**src/rtl/mem_bus_arbiter.sv**
```systemverilog
// N-port request/grant arbiter in front of a single-port word RAM.
// Round-robin or fixed priority, address-window decode, fixed-latency in-order responses.
module mem_bus_arbiter #(
  parameter int                   NumPorts   = 2,
  parameter int                   AddrWidth  = 32,
  parameter int                   DataWidth  = 32,
  parameter int                   Depth      = 16384,
  parameter logic [AddrWidth-1:0] AddrBase   = '0,
  parameter int                   MemLatency = 1,
  parameter int                   FixedPrio  = 0
) (
  input  logic                              clk_i,
  input  logic                              rst_i,
  input  logic [NumPorts-1:0]               req_i,
  output logic [NumPorts-1:0]               gnt_o,
  input  logic [NumPorts-1:0]               we_i,
  input  logic [NumPorts*DataWidth/8-1:0]   be_i,
  input  logic [NumPorts*AddrWidth-1:0]     addr_i,
  input  logic [NumPorts*DataWidth-1:0]     wdata_i,
  output logic [NumPorts-1:0]               rvalid_o,
  output logic [NumPorts-1:0]               err_o,
  output logic [DataWidth-1:0]              rdata_o,
  output logic                              mem_req_o,
  output logic                              mem_we_o,
  output logic [DataWidth/8-1:0]            mem_be_o,
  output logic [$clog2(Depth)-1:0]          mem_addr_o,
  output logic [DataWidth-1:0]              mem_wdata_o,
  input  logic                              mem_rvalid_i,
  input  logic [DataWidth-1:0]              mem_rdata_i,
  output logic                              protocol_err_o
);

  localparam int         BeW      = DataWidth / 8;
  localparam int         PortW    = (NumPorts > 1) ? $clog2(NumPorts) : 1;
  localparam int         MemAw    = $clog2(Depth);
  localparam int         OffShift = $clog2(BeW);
  localparam int         Head     = MemLatency - 1;
  localparam int         SupW     = $clog2(MemLatency + 1);
  localparam logic [64:0] WinBytes = 65'(Depth) * 65'(BeW);

  logic [BeW-1:0]       be_arr    [NumPorts];
  logic [AddrWidth-1:0] addr_arr  [NumPorts];
  logic [DataWidth-1:0] wdata_arr [NumPorts];

  for (genvar p = 0; p < NumPorts; p++) begin : g_unpack
    assign be_arr[p]    = be_i[p*BeW +: BeW];
    assign addr_arr[p]  = addr_i[p*AddrWidth +: AddrWidth];
    assign wdata_arr[p] = wdata_i[p*DataWidth +: DataWidth];
  end

  logic [PortW-1:0] rr_q;
  logic [PortW-1:0] gnt_idx;
  logic             gnt_any;

  // Search starts one past the last winner in round-robin mode, at port 0 in fixed mode.
  always_comb begin
    int               cand;
    logic [PortW-1:0] cand_w;
    cand    = 0;
    cand_w  = '0;
    gnt_idx = '0;
    gnt_any = 1'b0;
    for (int k = 0; k < NumPorts; k++) begin
      cand   = (FixedPrio != 0) ? k : (int'(rr_q) + 1 + k) % NumPorts;
      cand_w = PortW'(cand);
      if (!gnt_any && req_i[cand_w]) begin
        gnt_any = 1'b1;
        gnt_idx = cand_w;
      end
    end
    if (rst_i) gnt_any = 1'b0;
  end

  always_ff @(posedge clk_i) begin
    if (rst_i)        rr_q <= PortW'(NumPorts - 1);
    else if (gnt_any) rr_q <= gnt_idx;
  end

  logic [AddrWidth-1:0] off;
  logic                 in_win;

  assign off    = addr_arr[gnt_idx] - AddrBase;
  assign in_win = 65'(off) < WinBytes;

  assign gnt_o       = gnt_any ? (NumPorts'(1) << gnt_idx) : '0;
  assign mem_req_o   = gnt_any & in_win;
  assign mem_we_o    = mem_req_o & we_i[gnt_idx];
  assign mem_be_o    = mem_req_o ? be_arr[gnt_idx] : '0;
  assign mem_addr_o  = mem_req_o ? MemAw'(off >> OffShift) : '0;
  assign mem_wdata_o = mem_req_o ? wdata_arr[gnt_idx] : '0;

  // Response pipeline: stage 0 loaded at grant, stage Head lines up with mem_rvalid_i.
  logic             vld_p  [MemLatency];
  logic [PortW-1:0] port_p [MemLatency];
  logic             err_p  [MemLatency];

  always_ff @(posedge clk_i) begin
    if (rst_i) begin
      for (int i = 0; i < MemLatency; i++) vld_p[i] <= 1'b0;
    end else begin
      vld_p[0] <= gnt_any;
      for (int i = 1; i < MemLatency; i++) vld_p[i] <= vld_p[i-1];
    end
  end

  always_ff @(posedge clk_i) begin
    port_p[0] <= gnt_idx;
    err_p[0]  <= ~in_win;
    for (int i = 1; i < MemLatency; i++) begin
      port_p[i] <= port_p[i-1];
      err_p[i]  <= err_p[i-1];
    end
  end

  logic head_vld;

  assign head_vld = vld_p[Head] & ~rst_i;
  assign rvalid_o = head_vld ? (NumPorts'(1) << port_p[Head]) : '0;
  assign err_o    = (head_vld & err_p[Head]) ? (NumPorts'(1) << port_p[Head]) : '0;
  assign rdata_o  = (head_vld & ~err_p[Head]) ? mem_rdata_i : '0;

  // Stale RAM responses from before reset can still arrive for MemLatency cycles.
  logic [SupW-1:0] sup_q;
  logic            perr_q;

  always_ff @(posedge clk_i) begin
    if (rst_i) begin
      sup_q  <= SupW'(MemLatency);
      perr_q <= 1'b0;
    end else if (sup_q != '0) begin
      sup_q <= sup_q - 1'b1;
    end else if ((vld_p[Head] & ~err_p[Head]) != mem_rvalid_i) begin
      perr_q <= 1'b1;
    end
  end

  assign protocol_err_o = perr_q;

endmodule
```
**config.mk**
```make
export PLATFORM = sky130hd
export DESIGN_NAME = mem_bus_arbiter
export DESIGN_NICKNAME = d
export VERILOG_FILES = /design/src/rtl/mem_bus_arbiter.sv
export SDC_FILE = /design/constraint.sdc
export NUM_CORES = 1
export LEC_CHECK = 0
export CAP_MARGIN = 10
export CORE_AREA = 2 2 103 105
export CTS_CLUSTER_SIZE = 14
export DETAILED_ROUTE_END_ITERATION = 7
export DIE_AREA = 0 0 105 107
export GPL_ROUTABILITY_DRIVEN = 0
export PLACE_DENSITY = 0.58
export REMOVE_ABC_BUFFERS = 1
export SYNTH_ARGS = -nofsm -noshare
export SYNTH_HDL_FRONTEND = slang
export SYNTH_SLANG_ARGS = --single-unit
```
**constraint.sdc**
```tcl
create_clock -name clk_i -period 2.5 [get_ports clk_i]
set_clock_uncertainty 0.15 [all_clocks]
set_input_delay 0.5 -clock clk_i [delete_from_list [all_inputs] [get_ports clk_i]]
set_output_delay 0.5 -clock clk_i [all_outputs]
set_load 0.05 [all_outputs]
```
## Word-level counts from Yosys, hierarchy flattened

Memory sizes are Yosys's and may differ from the RTL's.
Index checks and enable logic that the tools add are counted.
Widths: inputs -> output; s select.

- Shift-type cells: 2
- Reductions and logical operators: 4
- $lt $le $gt $ge: 5
- Equal/unequal tests: 1
- $mul: 0
- Bitwise gates (word level): 11
- Add/sub/neg operators: 3
- Divide/modulo/power cells: 0
- Multiplexer cells: 33

Operators with widths:

| cell | number |
|---|---|
| $mux 32 | 8 |
| $lt 32x17->1 const B | 1 |
| $mux 1 | 17 |
| $mux 4 | 4 |
| $mux 14 | 1 |
| $and 1x1->1 | 6 |
| $lt 1x2->1 const B | 3 |
| $mux 2 | 3 |
| $not 1->1 | 4 |
| $shl 1x1->2 const A | 2 |
| $add 1x1->1 const B | 2 |
| $ge 2x2->1 const B | 1 |
| $not 1->2 | 1 |
| $reduce_and 2->1 | 1 |
| $logic_and 1x1->1 | 1 |
| $logic_not 1->1 | 1 |
| $ne 1x1->1 | 1 |
| $reduce_or 1->1 | 1 |
| $sub 1x1->1 const B | 1 |

- Input port bits: 175
- Bits in writable memories: 3
- Bits in read-only memories: 0
- Bits in latches: 0
- Memories kept: 3
- Register bits: 3

Memories:

| name | words | width | rd ports | clocked after Yosys merged registers in | write ports | RTL line | source |
|---|---|---|---|---|---|---|---|
| err_p | 1 | 1 | 1 | 0 | 1 | 95 | `logic err_p [MemLatency];` |
| port_p | 1 | 1 | 1 | 0 | 1 | 94 | `logic [PortW-1:0] port_p [MemLatency];` |
| vld_p | 1 | 1 | 1 | 0 | 1 | 93 | `logic vld_p [MemLatency];` |

## Logic depth before layout (Yosys ltp)

- Depth in word-level cells: 14
- Mapped depth: 6
- Gate-level depth less buffers: 5

## Least setup slack after synthesis

No wires, ideal clock.

- Kind: input to output
- Start point: in addr_i[59]
- End point: out mem_be_o[3]
- Arrival time: 2.092 ns
- Data required time: 1.850 ns
- Path slack: -0.242 ns
- Cell stages on the path: 5
- Cell sequence: nor4_1 -> nand4_1 -> o32a_1 -> buf_6 -> a21oi_1

- Longest elaborated chain between the ends: 6

Ends and longest elaborated chain:

| what | RTL line | source |
|---|---|---|
| from (decl) | 18 | `input logic [NumPorts*AddrWidth-1:0] addr_i,` |
| $mux 32 (implied by the code) (3 in series) | 82 | `assign off = addr_arr[gnt_idx] - AddrBase;` |
| $lt 32x17->1 | 83 | `assign in_win = 65'(off) < WinBytes;` |
| $and 1x1->1 | 86 | `assign mem_req_o = gnt_any & in_win;` |
| $mux 4 | 88 | `assign mem_be_o = mem_req_o ? be_arr[gnt_idx] : '0;` |
| to (decl) | 25 | `output logic [DataWidth/8-1:0] mem_be_o,` |

No other way between the ends. The select of a mux whose other input is x is not followed.

## Final worst setup path

- Start point: in addr_i[49]
- End point: out mem_addr_o[1]

- Longest elaborated chain between the ends: 6

Ends and longest elaborated chain:

| what | RTL line | source |
|---|---|---|
| $mux 32 (implied by the code) (3 in series) | 82 |  |
| $lt 32x17->1 | 83 |  |
| $and 1x1->1 | 86 |  |
| $mux 14 | 89 | `assign mem_addr_o = mem_req_o ? MemAw'(off >> OffShift) : '0;` |
| to (decl) | 26 | `output logic [$clog2(Depth)-1:0] mem_addr_o,` |

No other way between the ends. The select of a mux whose other input is x is not followed.

==> impl_metrics.tcl <==
set metrics [dict create \
    status "finished with violations" \
    violations "negative setup slack" \
    coreArea_um2 10100 \
    syn_avg_cell_area_um2 5.88 \
    synth_fa_ha_area_share_pct 0 \
    wire_per_inst_um 15.7 \
    ios 266 \
    powerDensity_nw_per_um2 128 \
    hold-worst-slack_ns 0.329 \
    antenna_cells 0 \
    die_x_um 105 \
    drv_slew 0 \
    synth_top_family_by_area "simple AND/OR/NAND/NOR gates" \
    place_area_um2 5220 \
    synth_top_area_share_pct 29.3 \
    drt-total-wl_um 10300 \
    startpoint_type "input port" \
    min_period_over_period_pct 108 \
    rsz0062_at_grt "yes" \
    antenna_found_initial 0 \
    dieArea_um2 11200 \
    grt_pass1_vias 2873 \
    syn_area_um2 1470 \
    hold_viol 0 \
    yosysWarnings 0 \
    crit_fanout 8 \
    maxCapViolCount 0 \
    max_freq_mhz 370 \
    arrival_ns 2.05 \
    initial_core_util_pct 14.5 \
    cts_tree "done" \
    area_delta_synth_final_pct 292 \
    ys_top_cells_by_area "a21oi_2 (29%), nand2_1 (27%), and2_1 (14%)" \
    hpwlAfterDp_um 7960 \
    clkSlewWorstSetupHoldPaths_ns 0.04 \
    seq_area_frac_synth_pct 8.20 \
    synth_xor_area_share_pct 0.598 \
    hold_class "register to register" \
    critical_path_class "input port to primary output" \
    most-common-layout-cells "clkdlybuf4s50_1 (136), nand2_1 (104), buf_12 (93)" \
    insertion_delay_ns 0.22 \
    synth_simple_gate_area_share_pct 50.9 \
    clock_path_buffers 2 \
    grt_overflow 0 \
    portBuffers 261 \
    post-route-drc-count 0 \
    tightestPinTransition_ns 0.515 \
    synth_area_leader_cell "a21oi_2" \
    antenna_left 0 \
    via_count 2758 \
    synth_compound_area_share_pct 31.3 \
    muxShareOfSynthArea_pct 0 \
    cts_buffers 3 \
    finalNetCount 695 \
    rows 37 \
    cts.sinks 6 \
    vias_per_cell 4.22 \
    ir_worst_vdd_mv 0.141 \
    cp_data_required_time_ns 1.85 \
    grt_max_degree 34 \
    first_pass_iters 4 \
    cp-end-kind "primary output" \
    ys_types 19 \
    fp.dieH_um 107 \
    h-tree-depth 1 \
    leakage_uw 0.00218 \
    syn_inst 249 \
    ctsRootBufferMaster "clkbuf_8" \
    track_usage_pct 16.2 \
    layout_setup_ws_ns -0.204 \
    drive_gt1_share_pct 39.4 \
    layout_min_cycle_time_ns 2.70 \
    grt_pass1_wl_um 14500 \
    final_common_cell "clkdlybuf4s50_1" \
    drt_iter0_markers 87 \
    design_area_um2 5740 \
    ys_seq_elements 6 \
    slew_headroom_pct 65.6 \
    finalSetupViolCount 52 \
]
-- what timing repair did --
item,in CTS,in global routing
resized for setup,107,54
hold buffers,0,0
setup endpoints to repair,87,83
gates cloned,0,4
setup buffers,1,1
pin swaps,12,6
-- flip-flops by register name, summed over array words and instances, names as in the netlist --
name / cells
err_p: 1
port_p: 1
protocol_err_o: 1
rr_q: 1
sup_q: 1
vld_p: 1
-- logic make-up (layout without fill, tap and decap cells) --
family          Yosys count  after routing
flops                     6              6
simple gates            165            165
xor+xnor                  1              1
buf+inv                  23            292
compound gates           54             54
-- worst max-delay path: stages --
cell       delay, ns
buf_6           0.10
nor4_4          0.28
nand4_1         0.19
o32a_4          0.45
clkbuf_16       0.22
a21oi_4         0.15
buf_12          0.15
-- per-layer routing --
metal,vias to the layer above,routed length (µm),part of all wire [%],global-route usage (%)
met4,0,87,0.85,3.33
met2,163,5630,55,32.7
li1,1343,-,-,-
met3,6,1020,10,6.14
met1,1246,3520,34,15.5
met5,-,0,0,0
-- through the flow --
step	std cells	setup TNS [ns]	utilization, %	setup WS, ns	total power [µW]
floorplan	230	-100.61	-	-2.25	222
global placement	645	-33.83	51.7	-0.551	555
detailed placement	645	-34.29	51.7	-0.558	561
CTS	649	-4.82	53.1	-0.123	709
global route	654	-12.19	56.9	-0.261	777
finish	654	-8.98	56.9	-0.204	737
-- report_power, final --
| group | internal, µW | leakage (µW) | switching, µW |
|---|---|---|---|
| Clock | 103 | 0.0000216 | 42.2 |
| Sequential | 102 | 0.0000500 | 3.42 |
| Combinational | 287 | 0.00210 | 199 |
| Total | 492 | 0.00218 | 245 |
-- worst paths after layout --
check                                  startpoint                          end  slack (ns)  cells after the start
worst max-delay path                   addr_i[49]                mem_addr_o[1]       -0.20                      7
worst min-delay path             sup_q$_SDFF_PP1_  protocol_err_o$_SDFFE_PP0P_        0.33                      3
worst max register to register  rr_q$_SDFFE_PP1P_             err_p[0]$_DFF_P_        1.06                      8
worst min register to register   sup_q$_SDFF_PP1_  protocol_err_o$_SDFFE_PP0P_        0.33                      3
-- layout make-up --
cell class	instances	area [µm²]
repair buffers	285	3760
inverters	4	17.5
clock buffers	3	41.3
flip-flops and latches	6	120
fillers	916	4350
well taps	136	170
multi-input cells	220	1630
-- cells in the mapped netlist --
library cell / instances
a21oi_1: 3
a21oi_2: 49
and2_1: 33
and3_1: 1
buf_6: 6
clkbuf_1: 13
dfxtp_1: 6
inv_1: 3
inv_2: 1
nand2_1: 105
nand2b_1: 4
nand3b_1: 1
nand4_1: 2
nor2_1: 10
nor2b_1: 1
nor4_1: 8
o21ai_0: 1
o32a_1: 1
xnor2_1: 1
Power figures use the tool's default switching activity.
